`config.mk`:
```
export PLATFORM = sky130hd
export DESIGN_NAME = memory_turn_ctrl
export DESIGN_NICKNAME = d
export VERILOG_FILES = /design/src/rtl/memory_pkg.sv /design/src/rtl/turn_timer.sv /design/src/rtl/memory_turn_ctrl.sv
export SDC_FILE = /design/constraint.sdc
export NUM_CORES = 1
export LEC_CHECK = 0
export BUFFER_PORTS_ARGS = -buffer_cell sky130_fd_sc_hd__buf_2
export CAP_MARGIN = 20
export CORE_MARGIN = 8
export CORE_UTILIZATION = 25
export CTS_BUF_LIST = sky130_fd_sc_hd__clkbuf_4 sky130_fd_sc_hd__clkbuf_8 sky130_fd_sc_hd__clkbuf_16
export DETAILED_ROUTE_END_ITERATION = 8
export GPL_ROUTABILITY_DRIVEN = 0
export SLEW_MARGIN = 30
export SYNTH_ARGS = -nofsm -noshare
export SYNTH_HDL_FRONTEND = slang
export SYNTH_SLANG_ARGS = --single-unit
```
`constraint.sdc`:
```
create_clock -name clk_Temp -period 5 [get_ports clk_Temp]
set_input_delay 0 -clock clk_Temp [delete_from_list [all_inputs] [get_ports clk_Temp]]
set_output_delay 0 -clock clk_Temp [all_outputs]
set_load 0.01 [all_outputs]
```
`src/rtl/memory_pkg.sv`:
```
// Shared types and constants for the memory (pairs) board turn logic.
// Latency: none, pure declarations; no backpressure.
package memory_pkg;

  localparam int N_CELLS_DEF = 16;
  localparam int LABEL_W_DEF = 4;

  typedef enum logic [2:0] {
    WAIT1,
    WAIT2,
    SHOW,
    CMP,
    DONE
  } turn_state_t;

  localparam logic [1:0] W_P0  = 2'b00;
  localparam logic [1:0] W_P1  = 2'b01;
  localparam logic [1:0] W_TIE = 2'b10;

  function automatic logic [1:0] decide_winner(input int unsigned s0, input int unsigned s1);
    if (s0 > s1)      return W_P0;
    else if (s1 > s0) return W_P1;
    else              return W_TIE;
  endfunction

endpackage

```
`src/rtl/turn_timer.sv`:
```
// Cycle counter with clear/enable; flags expiry when the count equals limit.
// Latency: expired follows the registered count combinationally; no backpressure.
module turn_timer #(
  parameter int W = 4
) (
  input  logic         clk,
  input  logic         rst,
  input  logic         clr,
  input  logic         en,
  input  logic [W-1:0] limit,
  output logic         expired
);

  logic [W-1:0] count;

  always_ff @(posedge clk or posedge rst) begin
    if (rst)      count <= '0;
    else if (clr) count <= '0;
    else if (en)  count <= count + W'(1);
  end

  assign expired = (count == limit);

endmodule

```
`src/rtl/memory_turn_ctrl.sv`:
```
// Turn sequencer for the memory board: two picks, show delay, compare, scoring, timeout.
// Latency: every output is registered, pulses appear the cycle after the pick; no backpressure, dropped picks are lost.
module memory_turn_ctrl
  import memory_pkg::*;
#(
  parameter int N_CELLS     = N_CELLS_DEF,
  parameter int LABEL_W     = LABEL_W_DEF,
  parameter int IDX_W       = $clog2(N_CELLS),
  parameter int SCORE_W     = $clog2(N_CELLS/2+1),
  parameter int SHOW_CYC    = 4,
  parameter int TIMEOUT_CYC = 15
) (
  input  logic                       clk_Temp,
  input  logic                       rst,
  input  logic                       sel_valid,
  input  logic [IDX_W-1:0]           sel_idx,
  input  logic [N_CELLS*LABEL_W-1:0] labels,
  output logic [N_CELLS-1:0]         select_vec,
  output logic [N_CELLS-1:0]         hide_vec,
  output logic [N_CELLS-1:0]         par_vec,
  output logic                       player,
  output logic [SCORE_W-1:0]         score0,
  output logic [SCORE_W-1:0]         score1,
  output logic                       timeout,
  output logic                       busy,
  output logic                       game_over,
  output logic [1:0]                 winner
);

  localparam int TMR_MAX = (TIMEOUT_CYC > SHOW_CYC) ? TIMEOUT_CYC : SHOW_CYC;
  localparam int TMR_W   = $clog2(TMR_MAX + 1);
  // The pick timer fires on the idle cycle that would take it to TIMEOUT_CYC-1.
  localparam logic [TMR_W-1:0] PICK_LIM = TMR_W'(TIMEOUT_CYC - 2);
  localparam logic [TMR_W-1:0] SHOW_LIM = TMR_W'(SHOW_CYC - 1);
  localparam logic [N_CELLS-1:0] ONE = {{(N_CELLS-1){1'b0}}, 1'b1};

  turn_state_t         state;
  logic [IDX_W-1:0]    idx_a;
  logic [IDX_W-1:0]    idx_b;
  logic                legal;
  logic                tmr_clr;
  logic                tmr_en;
  logic                tmr_exp;
  logic [TMR_W-1:0]    tmr_lim;
  logic [LABEL_W-1:0]  label_a;
  logic [LABEL_W-1:0]  label_b;
  logic [N_CELLS-1:0]  pair_mask;
  logic [N_CELLS-1:0]  par_next;
  logic [SCORE_W-1:0]  score0_inc;
  logic [SCORE_W-1:0]  score1_inc;
  logic [SCORE_W-1:0]  final_s0;
  logic [SCORE_W-1:0]  final_s1;

  assign legal = sel_valid && (int'(sel_idx) < N_CELLS) && !par_vec[sel_idx]
                 && !((state == WAIT2) && (sel_idx == idx_a));

  assign label_a    = labels[idx_a*LABEL_W +: LABEL_W];
  assign label_b    = labels[idx_b*LABEL_W +: LABEL_W];
  assign pair_mask  = (ONE << idx_a) | (ONE << idx_b);
  assign par_next   = par_vec | pair_mask;
  assign score0_inc = score0 + SCORE_W'(1);
  assign score1_inc = score1 + SCORE_W'(1);
  assign final_s0   = player ? score0 : score0_inc;
  assign final_s1   = player ? score1_inc : score1;

  // One timer serves both the per-pick timeout and the SHOW hold.
  always_comb begin
    tmr_clr = 1'b0;
    tmr_en  = 1'b0;
    tmr_lim = (state == SHOW) ? SHOW_LIM : PICK_LIM;
    case (state)
      WAIT1, WAIT2: begin
        if (legal || tmr_exp) tmr_clr = 1'b1;
        else                  tmr_en  = 1'b1;
      end
      SHOW: begin
        if (tmr_exp) tmr_clr = 1'b1;
        else         tmr_en  = 1'b1;
      end
      default: tmr_clr = 1'b1;
    endcase
  end

  turn_timer #(
    .W(TMR_W)
  ) u_timer (
    .clk     (clk_Temp),
    .rst     (rst),
    .clr     (tmr_clr),
    .en      (tmr_en),
    .limit   (tmr_lim),
    .expired (tmr_exp)
  );

  always_ff @(posedge clk_Temp or posedge rst) begin
    if (rst) begin
      state      <= WAIT1;
      idx_a      <= '0;
      idx_b      <= '0;
      select_vec <= '0;
      hide_vec   <= '0;
      par_vec    <= '0;
      player     <= 1'b0;
      score0     <= '0;
      score1     <= '0;
      timeout    <= 1'b0;
      busy       <= 1'b0;
      game_over  <= 1'b0;
      winner     <= W_P0;
    end else begin
      select_vec <= '0;
      hide_vec   <= '0;
      timeout    <= 1'b0;
      case (state)
        WAIT1: begin
          if (legal) begin
            idx_a      <= sel_idx;
            select_vec <= ONE << sel_idx;
            state      <= WAIT2;
          end else if (tmr_exp) begin
            timeout <= 1'b1;
            player  <= ~player;
          end
        end
        WAIT2: begin
          if (legal) begin
            idx_b      <= sel_idx;
            select_vec <= ONE << sel_idx;
            busy       <= 1'b1;
            state      <= SHOW;
          end else if (tmr_exp) begin
            timeout  <= 1'b1;
            hide_vec <= ONE << idx_a;
            player   <= ~player;
            state    <= WAIT1;
          end
        end
        SHOW: begin
          if (tmr_exp) state <= CMP;
        end
        CMP: begin
          busy <= 1'b0;
          if (label_a == label_b) begin
            par_vec <= par_next;
            if (player) score1 <= score1_inc;
            else        score0 <= score0_inc;
            if (&par_next) begin
              game_over <= 1'b1;
              winner    <= decide_winner(32'(final_s0), 32'(final_s1));
              state     <= DONE;
            end else begin
              state <= WAIT1;
            end
          end else begin
            hide_vec <= pair_mask;
            player   <= ~player;
            state    <= WAIT1;
          end
        end
        DONE: ;
        default: state <= WAIT1;
      endcase
    end
  end

endmodule

```
; After elaboration in Yosys (flattened, before gate mapping)
; Index checks and enable logic that the tools add are counted.
[totals]
regBits = 77
input_bits = 71
out_inout_bits = 62
wordCells = 98
[classes]
add_sub_neg = 3
order_cmp = 3
n_eq_ne = 14
shift = 5
muxes = 36
n_bitwise = 4
reduce_logical = 19
[ops]
columns = cell, count
row1 = $shiftx A64 B7 Y4, 2
row2 = $mux W16, 5
row3 = $shl A1 B4 Y16 const A, 3
row4 = $or A16 B16 Y16, 2
row5 = $pmux W16 S2, 1
row6 = $mux W4, 5
row7 = $mux W3, 6
row8 = $reduce_and A18 Y1, 1
row9 = $reduce_and A16 Y1, 1
row10 = $pmux W3 S5, 1
row11 = $add A4 B1 Y4 const B, 3
row12 = $eq A4 B4 Y1, 3
row13 = $mux W1, 11
row14 = $ne A2 B2 Y1 const B, 5
row15 = $gt A4 B4 Y1, 2
row16 = $pmux W1 S2, 4
row17 = $reduce_and A2 Y1, 4
row18 = $reduce_and A4 Y1, 2
row19 = $eq A3 B2 Y1 const B, 2
row20 = $reduce_bool A2 Y1, 3
row21 = $lt A4 B5 Y1 const B, 1
row22 = $bmux W1 S4, 1
row23 = $mux W2, 2
row24 = $eq A3 B1 Y1 const B, 1
row25 = other kinds (9), 13

; Depth between registers and ports, before layout
; Gate-level depths: netlist (run 1).
[logic_depth]
depth_word = 10
ltp_mapped = 11
ltp_nobuf = 10

; Cells and area by module
; From an unflattened synthesis (run 1), not the netlist that was laid out.
[unflattened]
cells_unflattened = 428
hier_area_um2 = 4840.9
[by_module_without_submodules]
columns = module, instances, cells_per_inst, area_per_inst_um2, seq_area_each_um2
row1 = memory_turn_ctrl, 1, 406, 4603.2, 1826.8
row2 = turn_timer, 1, 22, 237.7, 100.1

; Worst setup path before layout (run 1)
; OpenSTA, ideal clock, no wires.
[synth_timing]
kind = reg2reg
startpoint = register idx_b[1]
endpoint = register winner[0]
setup_ns = 0.125
t_arrival_ns = 2.729
slack_ns = 2.147
path_stages_with_launch = 10
synth_period_minus_slack_ns = 2.853
cell_sequence = dfrtp_1 buf_2 mux4_2 mux2i_1 mux2i_1 xor2_1 or4_1 buf_2 nor3_4 mux2_2
[synth_via]
elab_chain_cells = 4
[synth_rtl]
columns = item, line
row1 = from (decl), memory_turn_ctrl.sv:39  ; logic [IDX_W-1:0] idx_b;
row2 = from (signal assigned), memory_turn_ctrl.sv:127  ; idx_b <= sel_idx;
row3 = branches (longest 3 deep; another with $shiftx A64 B7 Y4), --
row4 = $reduce_and A18 Y1 (no source line) *, --
row5 = to (signal assigned), memory_turn_ctrl.sv:149  ; winner <= decide_winner(32'(final_s0), 32'(final_s1));
row6 = to (decl), memory_turn_ctrl.sv:27  ; output logic [1:0] winner
; Every way passes the cells marked *.
; A chain may end at the register's enable or synchronous reset.

; Final worst setup path (run 1)
[layout_timing]
startpoint = register idx_a[1]
endpoint = register score1[1]
[layout_via]
elab_chain_cells = 3
[layout_rtl]
columns = item, line
row1 = from (decl), memory_turn_ctrl.sv:38  ; logic [IDX_W-1:0] idx_a;
row2 = from (signal assigned), memory_turn_ctrl.sv:117  ; idx_a <= sel_idx;
row3 = $shiftx A64 B7 Y4, memory_turn_ctrl.sv:57  ; assign label_a = labels[idx_a*LABEL_W +: LABEL_W];
row4 = $eq A4 B4 Y1, memory_turn_ctrl.sv:143  ; if (label_a == label_b) begin
row5 = $reduce_and A2 Y1 (no source line), --
row6 = to (signal assigned), memory_turn_ctrl.sv:145  ; if (player) score1 <= score1_inc;
row7 = to (decl), memory_turn_ctrl.sv:23  ; output logic [SCORE_W-1:0] score1,
; Every way passes these cells.

==> run_results.csv, run 1 <==
group,metric,value,unit
run_status,status,"completed",
floorplan,rows,50,
worst_setup_path,path_max_fanout,22,
routing,drc,0,
final_layout,post_route_cells_drive_above_1_share,40.1,%
worst_setup_path,crit_chain,"mux4_2, mux2i_1, mux2i_1, xor2_1, or4_1, nor2_4, mux2_1",
place,place_hpwl,11.0,mm
worst_setup_path,end_kind,"flip-flop",
worst_setup_path,worst-path-buf-inv,0,
clock_network,clock-sinks,77,
yosys,synthAdderAreaFrac,1.62,%
pwr,power,3.12,mW
floorplan,die_w,152,um
yosys,yosysSeqAreaShare,41.5,%
clock_network,post_cts_resized,0,
yosys,synth_top_family_by_area,"multiplexers",
yosys,synth.cell_area,4640,um^2
grt,grt_pass1_vias,3988,
place,dp.cells,741,
grt,grt_pass1_wl,22.1,mm
floorplan,fp.dieArea,23200,um^2
pwr,power_leakage,2.81,nW
floorplan,io-pin-count,133,
routing,antenna_left,0,
routing,vias_per_cell,5.00,
final_layout,fin_nets,596,
pwr,ir_drop,0.182,mV
sta,slew_headroom,36.0,%
min_path,holdPathEnd,"idx_a[3]$_DFFE_PP0P_",
final_layout,final_cells,758,
yosys,yosys_warnings,0,
sta,tns,0,ps
min_path,min_path_cells,2,
floorplan,start_util,25.2,%
routing,wl,14.1,mm
yosys,synthSimpleGateAreaFrac,14.5,%
routing,dr.pass1.iters,4,
final_layout,regArea,1930,um^2
run,cap_violations,0,
worst_setup_path,slowest_delay,970,ps
worst_setup_path,worstReg2RegEnd,"score1[1]$_DFFE_PP0P_",
sta,hold_violations,0,
sta,fin_crit,3620,ps
min_path,hold_path_class,"primary input to flip-flop",
pwr,power_density,541,nW/um^2
grt,antenna_found_initial,0,
sta,setup_violations,0,
worst_setup_path,cp.arrival,3830,ps
grt,track_usage,12.1,%
routing,num_vias,3788,
clock_network,cts_setup_buffers,0,
sta,hold_slack,61.5,ps
routing,wl_per_cell,18.6,um
clock_network,root_buffer,"clkbuf_16",
worst_setup_path,cp_top_family,"multiplexers",
yosys,synth-compound-area-share,12.2,%
worst_setup_path,r2r_slack,1380,ps
worst_setup_path,r2r_cells,7,
sta,fin_crit_sh,72.3,%
final_layout,area_growth,24.1,%
sta,tightest_slew,959,ps
final_layout,multi_input_area,2550,um^2
place,io_buffers,132,
worst_setup_path,cp_common_cell,"mux2i_1",
worst_setup_path,start_kind,"flip-flop",
yosys,synth.area.top_cells,"dfrtp_1 (41%), mux4_2 (17%), a21o_1 (3.6%)",
floorplan,fp.coreArea,18500,um^2
yosys,ys_seq_elements,77,
final_layout,antenna_cells,0,
sta,clock.fmax,0.276,GHz
final_layout,fill_cells,1895,
yosys,synthMuxAreaShare,22.5,%
grt,overflow,0,
clock_network,insertion_delay,340,ps
sta,skew,9.01,ps
clock_network,cts_htree_levels,3,
yosys,synth_top_area_cell,"dfrtp_1",
floorplan,fp.dieH,152,um
yosys,syn_area_per_cell,11.5,um^2
worst_setup_path,critPathSlowestCell,"dfrtp_1",
clock_network,clockBufferDepth,2,
yosys,synth_xor_area_share,4.15,%
worst_setup_path,cp.required,5220,ps
sta,maxSlewViolCount,0,
clock_network,tritoncts,"done",
worst_setup_path,critPathKind,"flip-flop to flip-flop",
clock_network,cts_buffers,9,
yosys,synth_fp_nets,482,
yosys,syn_inst,405,
yosys,synth.distinct_cells,45,
yosys,synth_top_area_share,41.5,%
worst_setup_path,timing.rr.start,"idx_a[1]$_DFFE_PP0P_",
sta,rsz0062_at_grt,"false",
grt,grt_max_degree,78,
clock_network,clkTransAtPathRegs,60,ps
routing,first_iter_violations,220,
min_path,hp-start,"sel_idx[3]",
[synthesized netlist by cell type, drive strengths merged]
cell,n
a21boi,3
a21o,22
a21oi,4
a221oi,1
a22oi,9
a31oi,1
and2,2
and3,2
and4b,1
buf,13
clkbuf,18
dfrtp,77
ha,6
inv,3
mux2,12
mux2i,10
mux4,36
nand2,19
nand2b,12
nand3,14
nand3b,2
nand4,2
nand4b,2
nor2,28
nor2b,6
nor3,22
nor4,5
o21a,9
o21ai,2
o22ai,24
o31ai,1
o32ai,3
o41ai,1
or2,7
or3,2
or3b,1
or4,1
xnor2,13
xor2,9
[flip-flops by register name, summed over array words and instances (netlist names)]
register,count
hide_vec,16
par_vec,16
select_vec,16
idx_a,4
idx_b,4
score0,4
score1,4
u_timer.count,4
state,3
winner,2
busy,1
game_over,1
player,1
timeout,1
[cell type report]
class,count,area share (%)
clock inverter,6,1.11
inverter,3,0.195
clock buffer,10,4.04
timing repair buffer,134,11.8
sequential,77,33.5
multi-input combinational,294,44.3
tap,234,5.08
[layer usage]
layer / GRT usage [%] / share of wire, % / vias up
met2: 20.9 / 52 / 115
met5: 0 / 0 / -
li1: - / - / 1759
met1: 14.0 / 41 / 1889
met4: 4.47 / 2.4 / 0
met3: 3.43 / 5.1 / 25
[per-stage QoR]
step           cell area [um^2]  util, %  worst slack [ps]
5_1_grt                    5770     31.2              1120
3_3_place_gp               5450     29.5              1260
6_report                   5770     31.2              1380
2_1_floorplan              4640        -              2150
4_1_cts                    5760     31.2              1180
3_5_place_dp               5460     29.6              1190
[logic make-up (layout without fill, tap and decap cells)]
family,Yosys count,count (layout)
multiplexers,58,58
adder cells (fa/ha/maj),6,6
XOR/XNOR,22,22
flip-flops,77,77
AO/OA/AOI/OAI,80,80
AND/OR/NAND/NOR,128,128
buffers and inverters,34,153
[cell usage in the layout (no fill, tap or decap), types with 7 or more instances in the layout]
cell type,instances
nand3_1,14
o21a_1,9
nor2_1,27
a21o_1,22
xnor2_1,13
or2_2,7
mux4_2,36
mux2i_1,10
clkbuf_16,9
mux2_2,11
buf_2,132
nand2_1,19
nand2b_1,12
dfrtp_1,75
xor2_1,9
a22oi_1,9
nor3_1,21
o22ai_1,24
[timing repair]
item	in CTS	in global routing
endpoints found under the hold margin	77	0
endpoints found under the setup margin	0	0
hold buffers	1	0
[how the worst max path moves through the flow]
stage | start | endpoint | slack (ps) | depth (start not counted)
after floorplan | idx_b[1]$_DFFE_PP0P_ | winner[0]$_DFFE_PP0P_ | 2150 | 9
after CTS | idx_a[0]$_DFFE_PP0P_ | hide_vec[0]$_DFF_PP0_ | 1180 | 7
final | idx_a[1]$_DFFE_PP0P_ | score1[1]$_DFFE_PP0P_ | 1380 | 7
after detailed placement | idx_a[0]$_DFFE_PP0P_ | hide_vec[0]$_DFF_PP0_ | 1190 | 7
after global routing | idx_b[1]$_DFFE_PP0P_ | hide_vec[2]$_DFF_PP0_ | 1120 | 7
after global placement | idx_a[0]$_DFFE_PP0P_ | hide_vec[0]$_DFF_PP0_ | 1260 | 7
[power breakdown]
| part | total, mW | switching [mW] | internal (mW) |
|---|---|---|---|
| Sequential | 1.08 | 0.333 | 0.744 |
| Combinational | 1.39 | 0.708 | 0.685 |
| Clock | 0.647 | 0.256 | 0.391 |
Power figures use the tool's default switching activity.
==> inputs of run 2 (changes only) <==
--- a/config.mk
+++ b/config.mk
@@ -5,6 +5,7 @@
 export SDC_FILE = /design/constraint.sdc
 export NUM_CORES = 1
 export LEC_CHECK = 0
+export ABC_AREA = 1
 export BUFFER_PORTS_ARGS = -buffer_cell sky130_fd_sc_hd__buf_2
 export CAP_MARGIN = 20
 export CORE_MARGIN = 8
==> constraint.sdc (replaced) <==
create_clock -name clk_Temp -period 3.1 [get_ports clk_Temp]
set_input_delay 0 -clock clk_Temp [delete_from_list [all_inputs] [get_ports clk_Temp]]
set_output_delay 0 -clock clk_Temp [all_outputs]
set_load 0.01 [all_outputs]
==> run_results.csv, run 2 <==
group,metric,value,unit
final_layout,fin_area,6460,um^2
yosys,synth_enable_flop_cells,0,
floorplan,start_util,25.1,%
grt,track_usage,14.3,%
yosys,ys_seq_elements,77,
grt,grt_pass1_wl,29.7,mm
yosys,synth.area.top_cells,"dfrtp_1 (37%), nand2_1 (22%), nand3_1 (9.7%)",
grt,overflow,0,
routing,drc,0,
worst_setup_path,critPathLaunch,"idx_a[1]$_DFFE_PP0P_",
clock_network,clkTransAtPathRegs,60,ps
yosys,synth_top_area_cell,"dfrtp_1",
yosys,syn_area_per_cell,6.64,um^2
pwr,power_density,825,nW/um^2
min_path,min_path_cells,3,
grt,grt_max_degree,50,
sta,clock.fmax,0.387,GHz
worst_setup_path,critPathKind,"flip-flop to flip-flop",
clock_network,clockBufferDepth,2,
sta,rsz0062_at_grt,"false",
yosys,synth_fp_nets,863,
worst_setup_path,start_kind,"flip-flop",
sta,slew_headroom,54.3,%
sta,maxSlewViolCount,0,
routing,first_iter_violations,478,
run,cap_violations,0,
yosys,yosysSeqAreaShare,36.9,%
routing,antenna_left,0,
floorplan,fp.dieArea,25800,um^2
clock_network,cts_setup_buffers,0,
clock_network,cts_htree_levels,3,
sta,fin_crit,2580,ps
routing,num_vias,5657,
final_layout,regArea,1930,um^2
worst_setup_path,end_kind,"flip-flop",
final_layout,mostFrequentLayoutCells,"nand2_1 (311), buf_2 (132), nand3_1 (101), dfrtp_1 (77), inv_1 (64)",
place,io_buffers,132,
yosys,synth_common_cells,"nand2_1 (311), nand3_1 (101), dfrtp_1 (77)",
place,placed_cell_area,6110,um^2
yosys,synth_top_area_share,36.9,%
routing,vias_per_cell,4.75,
pwr,ir_drop,0.321,mV
final_layout,utilization,31.1,%
grt,antenna_found_initial,3,
sta,setup_violations,0,
final_layout,fin_nets,987,
floorplan,rows,53,
final_layout,fill_cells,2310,
sta,skew,10.8,ps
worst_setup_path,worstReg2RegEnd,"hide_vec[2]$_DFF_PP0_",
final_layout,post_route_cells_drive_above_1_share,20.2,%
worst_setup_path,cp.arrival,2770,ps
clock_network,cts_buffers,9,
clock_network,insertion_delay,340,ps
floorplan,fp.coreArea,20800,um^2
min_path,holdPathEnd,"idx_b[1]$_DFFE_PP0P_",
sta,hold_violations,0,
routing,wl,18.8,mm
yosys,synthArstFlopShare,100,%
final_layout,antenna_cells,0,
run_status,status,"completed",
min_path,hp-start,"sel_idx[1]",
worst_setup_path,timing.rr.start,"idx_a[1]$_DFFE_PP0P_",
final_layout,layout_commonest_cell,"nand2_1",
worst_setup_path,r2r_slack,520,ps
floorplan,die_w,161,um
final_layout,area_growth,23.7,%
place,place_hpwl,14.6,mm
worst_setup_path,cp.required,3290,ps
grt,grt_pass1_vias,5487,
place,dp.cells,1172,
yosys,yosysMostFrequentCell,"nand2_1",
yosys,ys.flop_type,"dfrtp_1",
min_path,hold_path_class,"primary input to flip-flop",
worst_setup_path,path_max_fanout,16,
yosys,syn_inst,786,
pwr,power,5.32,mW
yosys,synth.cell_area,5220,um^2
floorplan,io-pin-count,133,
final_layout,multi_input_area,2780,um^2
routing,dr.pass1.iters,6,
sta,tightest_slew,684,ps
clock_network,clock-sinks,77,
yosys,synth.distinct_cells,35,
pwr,power_leakage,3.45,nW
final_layout,final_cells,1190,
clock_network,tritoncts,"done",
final_layout,reg_top3,"hide_vec x16, par_vec x16, select_vec x16",
sta,fin_crit_sh,83.3,%
floorplan,fp.dieH,161,um
sta,tns,0,ps
clock_network,root_buffer,"clkbuf_16",
worst_setup_path,r2r_cells,12,
routing,wl_per_cell,15.8,um
yosys,yosys_warnings,0,
run 2: changes by cell type after synthesis, moves of 12 or more:
cell	previous run	this run
mux4_2	36	0
nand2_1	19	311
nand4_1	2	16
nand2b_1	12	0
nor2_1	27	49
a21o_1	22	0
nor3_1	21	4
o21ai_0	2	34
a21oi_1	4	29
nand3_1	14	101
inv_1	3	65
o22ai_1	24	0
run 2: how the worst max path moves through the flow:
stage | endpoint | slack (ps) | cells past startpoint
after floorplan | busy$_DFFE_PP0P_ | 1130 | 1
after global placement | hide_vec[5]$_DFF_PP0_ | 590 | 12
after detailed placement | hide_vec[5]$_DFF_PP0_ | 540 | 12
after CTS | hide_vec[13]$_DFF_PP0_ | 530 | 12
after global routing | hide_vec[2]$_DFF_PP0_ | 310 | 13
final | hide_vec[2]$_DFF_PP0_ | 520 | 12
run 2: repair_timing:
item,CTS,global route
endpoints found under the setup margin,0,0
hold endpoints to repair,34,0
hold buffers,2,0
resized for setup,0,0
run 2: stage by stage:
step           hold WS (ps)  setup slack (ps)
3_3_place_gp            140               585
3_5_place_dp            157               542
4_1_cts                 101               529
5_1_grt                 118               309
6_report               99.8               519
2_1_floorplan           144              1130
run 2: metal layers:
layer | up-vias | routed length (um) | track usage [%]
li1 | 2774 | - | -
met1 | 2606 | 8320 | 18.3
met2 | 234 | 8780 | 23.2
met3 | 37 | 1310 | 4.15
met4 | 6 | 299 | 3.74
met5 | - | 35 | 0
run 2: kinds of logic (layout without fill, tap and decap cells):
kind of cell	after synthesis	in the layout	synth area share [%]
AOI/OAI and AO/OA	94	94	10.5
DFF	77	77	36.9
xor gates and xnor gates	11	11	1.85
buffers and inverters	107	236	9.83
muxes	1	1	0.192
adders and majority gates	6	6	1.44
and+or+nand+nor	490	490	39.3
run 2: worst max-delay path: stages (launching register included):
cell     delay, ps
dfrtp_1        520
nor2_2         550
nand2_1        110
nand4_1        130
nand2_1         60
nand2_1         50
nand2_1         70
nand2_1         60
nand2_1         60
nor2_2         180
nand2_1        370
nand2_1        160
o21ai_0        100
run 2: area by class of cell:
cell class	count	area share, %
multi-input cells	602	43.1
flip-flops and latches	77	29.8
repair buffers	149	12.5
well taps	275	5.33
inverters	71	4.17
clock buffers	13	4.05
clock inverters	3	1.07
run 2: power breakdown:
group | total, mW | internal, mW | switching [mW]
registers | 1.33 | 1.14 | 0.186
clock network | 1.17 | 0.756 | 0.412
logic | 2.83 | 0.880 | 1.95
